$ cat config.mk
export PLATFORM = sky130hd
export DESIGN_NAME = max1270_adc_emu
export DESIGN_NICKNAME = d
export VERILOG_FILES = /design/src/rtl/max1270_adc_emu.sv
export SDC_FILE = /design/constraint.sdc
export NUM_CORES = 1
export LEC_CHECK = 0
export ABC_AREA = 1
export CAP_MARGIN = 5
export CORE_MARGIN = 3
export CORE_UTILIZATION = 48
export DETAILED_ROUTE_END_ITERATION = 12
export HOLD_SLACK_MARGIN = 0.02
export PLACE_DENSITY = 0.81
export SYNTH_ARGS = -nofsm -noshare
export SYNTH_HDL_FRONTEND = slang
export SYNTH_SLANG_ARGS = --single-unit
export TNS_END_PERCENT = 5
$ cat constraint.sdc
create_clock -name s_axil_clk -period 1.9 [get_ports s_axil_clk]
set_input_delay 0.57 -clock s_axil_clk [delete_from_list [all_inputs] [get_ports s_axil_clk]]
set_output_delay 0.57 -clock s_axil_clk [all_outputs]
set_load 0.005 [all_outputs]
$ cat src/rtl/max1270_adc_emu.sv
// MAX1270 ADC responder: decodes the SPI control byte, strobes SSTRB, shifts a 12-bit code out on MISO.
// Optional MAX1270_EMU_RAMP_EN replaces I_CH_DATA with per-channel ramp counters.
module max1270_adc_emu #(
  parameter int SYNC_STAGES = 2,
  parameter int CONV_CLKS   = 4
) (
  input  logic        s_axil_clk,
  input  logic        s_axil_rst,
  input  logic        I_MAX1270_SCK,
  input  logic        I_MAX1270_CS,
  input  logic        I_MAX1270_MOSI,
  input  logic        I_MAX1270_SHDN,
  input  logic [95:0] I_CH_DATA,
  output logic        O_MAX1270_MISO,
  output logic        O_MAX1270_SSTRB,
  output logic [7:0]  O_CTRL_BYTE,
  output logic        O_CTRL_VALID,
  output logic        O_BUSY
);

  typedef enum logic [2:0] {IDLE, CTRL, CONV, STRB, DATA, DONE} state_t;
  state_t state;

  logic [SYNC_STAGES-1:0] sck_sync, cs_sync, mosi_sync, shdn_sync;
  logic sck_q;

  always_ff @(posedge s_axil_clk or posedge s_axil_rst) begin
    if (s_axil_rst) begin
      sck_sync  <= '0;
      cs_sync   <= '1;
      mosi_sync <= '0;
      shdn_sync <= '0;
      sck_q     <= 1'b0;
    end else begin
      sck_sync  <= {sck_sync[SYNC_STAGES-2:0], I_MAX1270_SCK};
      cs_sync   <= {cs_sync[SYNC_STAGES-2:0], I_MAX1270_CS};
      mosi_sync <= {mosi_sync[SYNC_STAGES-2:0], I_MAX1270_MOSI};
      shdn_sync <= {shdn_sync[SYNC_STAGES-2:0], I_MAX1270_SHDN};
      sck_q     <= sck_sync[SYNC_STAGES-1];
    end
  end

  logic sck_s, mosi_s, rise, fall, abort;
  assign sck_s  = sck_sync[SYNC_STAGES-1];
  assign mosi_s = mosi_sync[SYNC_STAGES-1];
  assign rise   = sck_s & ~sck_q;
  assign fall   = ~sck_s & sck_q;
  // Deselect or shutdown overrides any SCK edge seen in the same clock.
  assign abort  = cs_sync[SYNC_STAGES-1] | ~shdn_sync[SYNC_STAGES-1];

  logic [3:0]  bit_cnt;
  logic [3:0]  conv_cnt;
  logic [6:0]  ctrl_sh;
  logic [11:0] data_sh;
  logic [7:0]  ctrl_next;
  logic [2:0]  sel_next;
  logic [11:0] ch_word;

  assign ctrl_next = {ctrl_sh, mosi_s};
  assign sel_next  = ctrl_next[6:4];

`ifdef MAX1270_EMU_RAMP_EN
  logic [11:0] ramp [8];
  logic        data_done;

  assign data_done = (state == DATA) && fall && (bit_cnt == 4'd0) && !abort;
  assign ch_word   = ramp[sel_next];

  always_ff @(posedge s_axil_clk or posedge s_axil_rst) begin
    if (s_axil_rst) begin
      for (int i = 0; i < 8; i++) ramp[i] <= '0;
    end else if (data_done) begin
      ramp[O_CTRL_BYTE[6:4]] <= ramp[O_CTRL_BYTE[6:4]] + 12'd1;
    end
  end
`else
  assign ch_word = I_CH_DATA[32'(sel_next) * 12 +: 12];
`endif

  // O_CTRL_VALID is a single-clock pulse with no back-pressure; O_CTRL_BYTE holds until the next full byte.
  always_ff @(posedge s_axil_clk or posedge s_axil_rst) begin
    if (s_axil_rst) begin
      state           <= IDLE;
      bit_cnt         <= '0;
      conv_cnt        <= '0;
      ctrl_sh         <= '0;
      data_sh         <= '0;
      O_MAX1270_MISO  <= 1'b0;
      O_MAX1270_SSTRB <= 1'b0;
      O_CTRL_BYTE     <= '0;
      O_CTRL_VALID    <= 1'b0;
    end else begin
      O_CTRL_VALID <= 1'b0;
      if (abort) begin
        state           <= IDLE;
        bit_cnt         <= '0;
        conv_cnt        <= '0;
        ctrl_sh         <= '0;
        data_sh         <= '0;
        O_MAX1270_MISO  <= 1'b0;
        O_MAX1270_SSTRB <= 1'b0;
      end else begin
        case (state)
          IDLE, DONE: begin
            if (rise && mosi_s) begin
              state          <= CTRL;
              ctrl_sh        <= 7'd1;
              bit_cnt        <= 4'd1;
              O_MAX1270_MISO <= 1'b0;
            end
          end
          CTRL: begin
            if (rise) begin
              ctrl_sh <= ctrl_next[6:0];
              if (bit_cnt == 4'd7) begin
                O_CTRL_BYTE  <= ctrl_next;
                O_CTRL_VALID <= 1'b1;
                data_sh      <= ch_word;
                conv_cnt     <= '0;
                bit_cnt      <= '0;
                state        <= CONV;
              end else begin
                bit_cnt <= bit_cnt + 4'd1;
              end
            end
          end
          CONV: begin
            if (fall) begin
              if (conv_cnt == 4'(CONV_CLKS - 1)) begin
                O_MAX1270_SSTRB <= 1'b1;
                conv_cnt        <= '0;
                state           <= STRB;
              end else begin
                conv_cnt <= conv_cnt + 4'd1;
              end
            end
          end
          STRB: begin
            if (fall) begin
              O_MAX1270_SSTRB <= 1'b0;
              O_MAX1270_MISO  <= data_sh[11];
              data_sh         <= {data_sh[10:0], 1'b0};
              bit_cnt         <= 4'd11;
              state           <= DATA;
            end
          end
          DATA: begin
            if (fall) begin
              if (bit_cnt == 4'd0) begin
                O_MAX1270_MISO <= 1'b0;
                state          <= DONE;
              end else begin
                O_MAX1270_MISO <= data_sh[11];
                data_sh        <= {data_sh[10:0], 1'b0};
                bit_cnt        <= bit_cnt - 4'd1;
              end
            end
          end
          default: state <= IDLE;
        endcase
      end
    end
  end

  assign O_BUSY = (state == CTRL) || (state == CONV) || (state == STRB) || (state == DATA);

endmodule

==> metrics.txt <==
final setup margin around 0.035 ns; XOR/XNOR Fraction of Synth Area 0.4624%; power density cells ~500 nW/µm²; slowest CP cell dfrtp_1; gp weighted congestion about 0.9; class of the worst hold path reg2reg; worst relative slew slack 67.41%; Synth async-reset ratio 100.0%; Via density 5.070; Synth Area in Simple Gates just over 50%; worst skew pair latency just over 0.3 ns; Num CTS Buffers 5; max incr delay on CP between 0.4 and 0.5 ns; Max Buffers Root-to-Sink 2; unrepaired setup endpoints after global routing true; top cell type's share of synthesized area between 30% and 40%; Synth area leader dfrtp_1; Clock power frac a little over a quarter; grt ovf 0; CP Capture Type output port; leakage ~2.7 nW; nets 825; CTS root buffer clkbuf_8; CP max FO 3; Routed WL per cell approximately 14 µm; WP buf/inv 2; die height between 90 and 100 µm; main flop type after synthesis dfrtp_1; fmax about 540 MHz; Synthesized Nets just over 700; setup violation total in the final timing report 0; Area Overhead vs Synth 39.07%; PortBufs between 100 and 150; Critical Path RT 1.33 ns; kind of critical path reg2out; crit share post-route 98.15%; # hold bufs at CTS 0; WP data arrival around 1.3 ns; Worst-Margin Slew 0.4889 ns; largest family of logic cells by synthesized area simple AND/OR/NAND/NOR gates; Tot GR Track Use between 20% and 30%; Adder-Cell Fraction of Synth Area about 1.3%; synth cell count leaders nand2_1 (278), nand3_1 (66), dfrtp_1 (48); TritonCTS clock tree done; Post-Syn Instances 598; clock skew around 0.0059 ns; top cells by area, synth dfrtp_1 (32%), nand2_1 (28%), nand3_1 (8.7%); # clock sinks 50; max_cap viols 0; crit start category flop; core area roughly 7400 µm²; Worst VDD drop 0.5101 mV; Initial Util 50.87%; initial antenna violation count 0; Sw Pwr a little under 800 µW; vias 4152; vias in the first global route about 4100; compound-gate portion of the synthesized area 4.260%; TritonRoute pass-1 iters 5; pin count of the biggest net entering global routing 51; mux contribution to synthesized area 0%; fin crit period between 1.5 and 2 ns; most common cell in the netlist nand2_1; synth warn 0; Yosys reg bits 50; Post-Place Worst Slack approximately 0.028 ns; crit path cell chain nor2_2, nand2_4, nand2_2, inv_2, nand3_1, buf_2; combinational share of power between 20% and 30%; initial drt markers 139; routed wire length between 10000 and 15000 µm; DIE AREA about 9000 µm²; Crit path max-delay family flip-flops; first-pass GRT wire length approximately 18000 µm; Flop pwr share 44.6%; Slew Viols, Final 0; Final Power 2.567 mW; Netlist Area Pre-Place about 3800 µm²; status complete, no violations; Core Util, Final 70.75%; DPL Wire Length around 8500 µm; Unique masters post-synth 30; # DRC 0; internal power ~1.8 mW; # rows 31; Final Hold Vio Count 0; diode count 0; Clock transition at path regs about 0.10 ns; num ports between 100 and 150; EDFF count, synth 0; Routed Antenna Nets 0; switch share between 30% and 40%; layout cells sized above 1 roughly 14%; die width between 90 and 100 µm; post-synthesis sequential area ratio approximately a third; mean post-synth cell area 6.336 µm²; # H-tree levels 2
## layer usage
metal	vias up	global-route usage, %	routed length, µm	part of all wire, %
li1	2089	-	-	-
met1	1889	28.86	4466	40
met2	147	45.45	5528	49
met3	27	5.896	916	8.2
met4	0	8.774	311	2.8
met5	-	0	0	0
## power by group through the flow
stage                     Sequential [mW]  Clock (mW)  Combinational (mW)
after floorplan                      1.16           0               0.378
after global placement               1.16           0               0.703
after detailed placement             1.16           0               0.715
after CTS                            1.14       0.681               0.732
after global routing                 1.15       0.719               0.835
final                                1.14       0.669               0.755
## placed cells by master (no fill, tap or decap), types with 4 or more instances in the layout
| master | count |
|---|---|
| nand4_1 | 6 |
| o21ai_0 | 10 |
| nand2_4 | 13 |
| nand2_2 | 13 |
| clkbuf_8 | 5 |
| ha_1 | 4 |
| o21ai_1 | 14 |
| nand3_2 | 6 |
| nand2_1 | 278 |
| a21oi_1 | 5 |
| inv_1 | 42 |
| nand3_1 | 65 |
| dfrtp_1 | 46 |
| nor2_2 | 5 |
| clkdlybuf4s50_1 | 112 |
| nor2_1 | 34 |
| nor2_4 | 7 |
| inv_2 | 7 |
| buf_4 | 26 |
## registers in the layout, summed over array words and instances (netlist names)
signal / count
shdn_sync: 2
state: 3
conv_cnt: 4
bit_cnt: 4
ctrl_sh: 7
data_sh: 12
O_MAX1270_SSTRB: 1
cs_sync: 2
O_CTRL_BYTE: 8
O_CTRL_VALID: 1
sck_q: 1
mosi_sync: 2
O_MAX1270_MISO: 1
sck_sync: 2
## stage by stage
stage / hold slack (ns) / instance area (µm²) / cells / setup TNS (ns)
global placement: 0.3318 / 5097 / 805 / 0
CTS: 0.3597 / 5216 / 816 / 0
global route: 0.3670 / 5269 / 819 / -0.04852
floorplan: 0.3312 / 3789 / 598 / 0
detailed placement: 0.3355 / 5097 / 805 / 0
finish: 0.3571 / 5269 / 819 / 0
## logic make-up (layout without fill, tap and decap cells)
| family | after synthesis | count (layout) |
|---|---|---|
| adders and majority gates | 4 | 4 |
| DFF | 50 | 50 |
| xor gates and xnor gates | 2 | 2 |
| AOI/OAI and AO/OA | 31 | 31 |
| and+or+nand+nor | 430 | 430 |
| buffers and inverters | 81 | 203 |
## cell type report
| class | instances | area, µm² |
|---|---|---|
| sequential | 50 | 1256 |
| clock buffer | 5 | 68.82 |
| clock inverter | 3 | 28.78 |
| fill | 622 | 2178 |
| tap | 99 | 123.9 |
| multi-input combinational | 467 | 2177 |
| inverter | 51 | 196.4 |
| timing repair buffer | 144 | 1418 |
## final timing paths
path | start | to | slack, ns | cells after the start
worst max-delay path | state[1] | O_BUSY | 0.04 | 6
worst min-delay path | sck_sync[0] | sck_sync[1] | 0.36 | 0
worst max register to register | state[0] | data_sh[10] | 0.11 | 13
worst min register to register | sck_sync[0] | sck_sync[1] | 0.36 | 0
max in group asynchronous | s_axil_rst | cs_sync[1] | 1.02 | 3
min in group asynchronous | s_axil_rst | O_CTRL_BYTE[2] | 0.61 | 3
## what timing repair did
| item | CTS | global route |
|---|---|---|
| cloned | 0 | 1 |
| resized for setup | 5 | 4 |
| pin swaps | 2 | 1 |
| setup endpoints to repair | 1 | 17 |
| buffers inserted | 3 | 2 |
(Power assumes the default switching activity.)
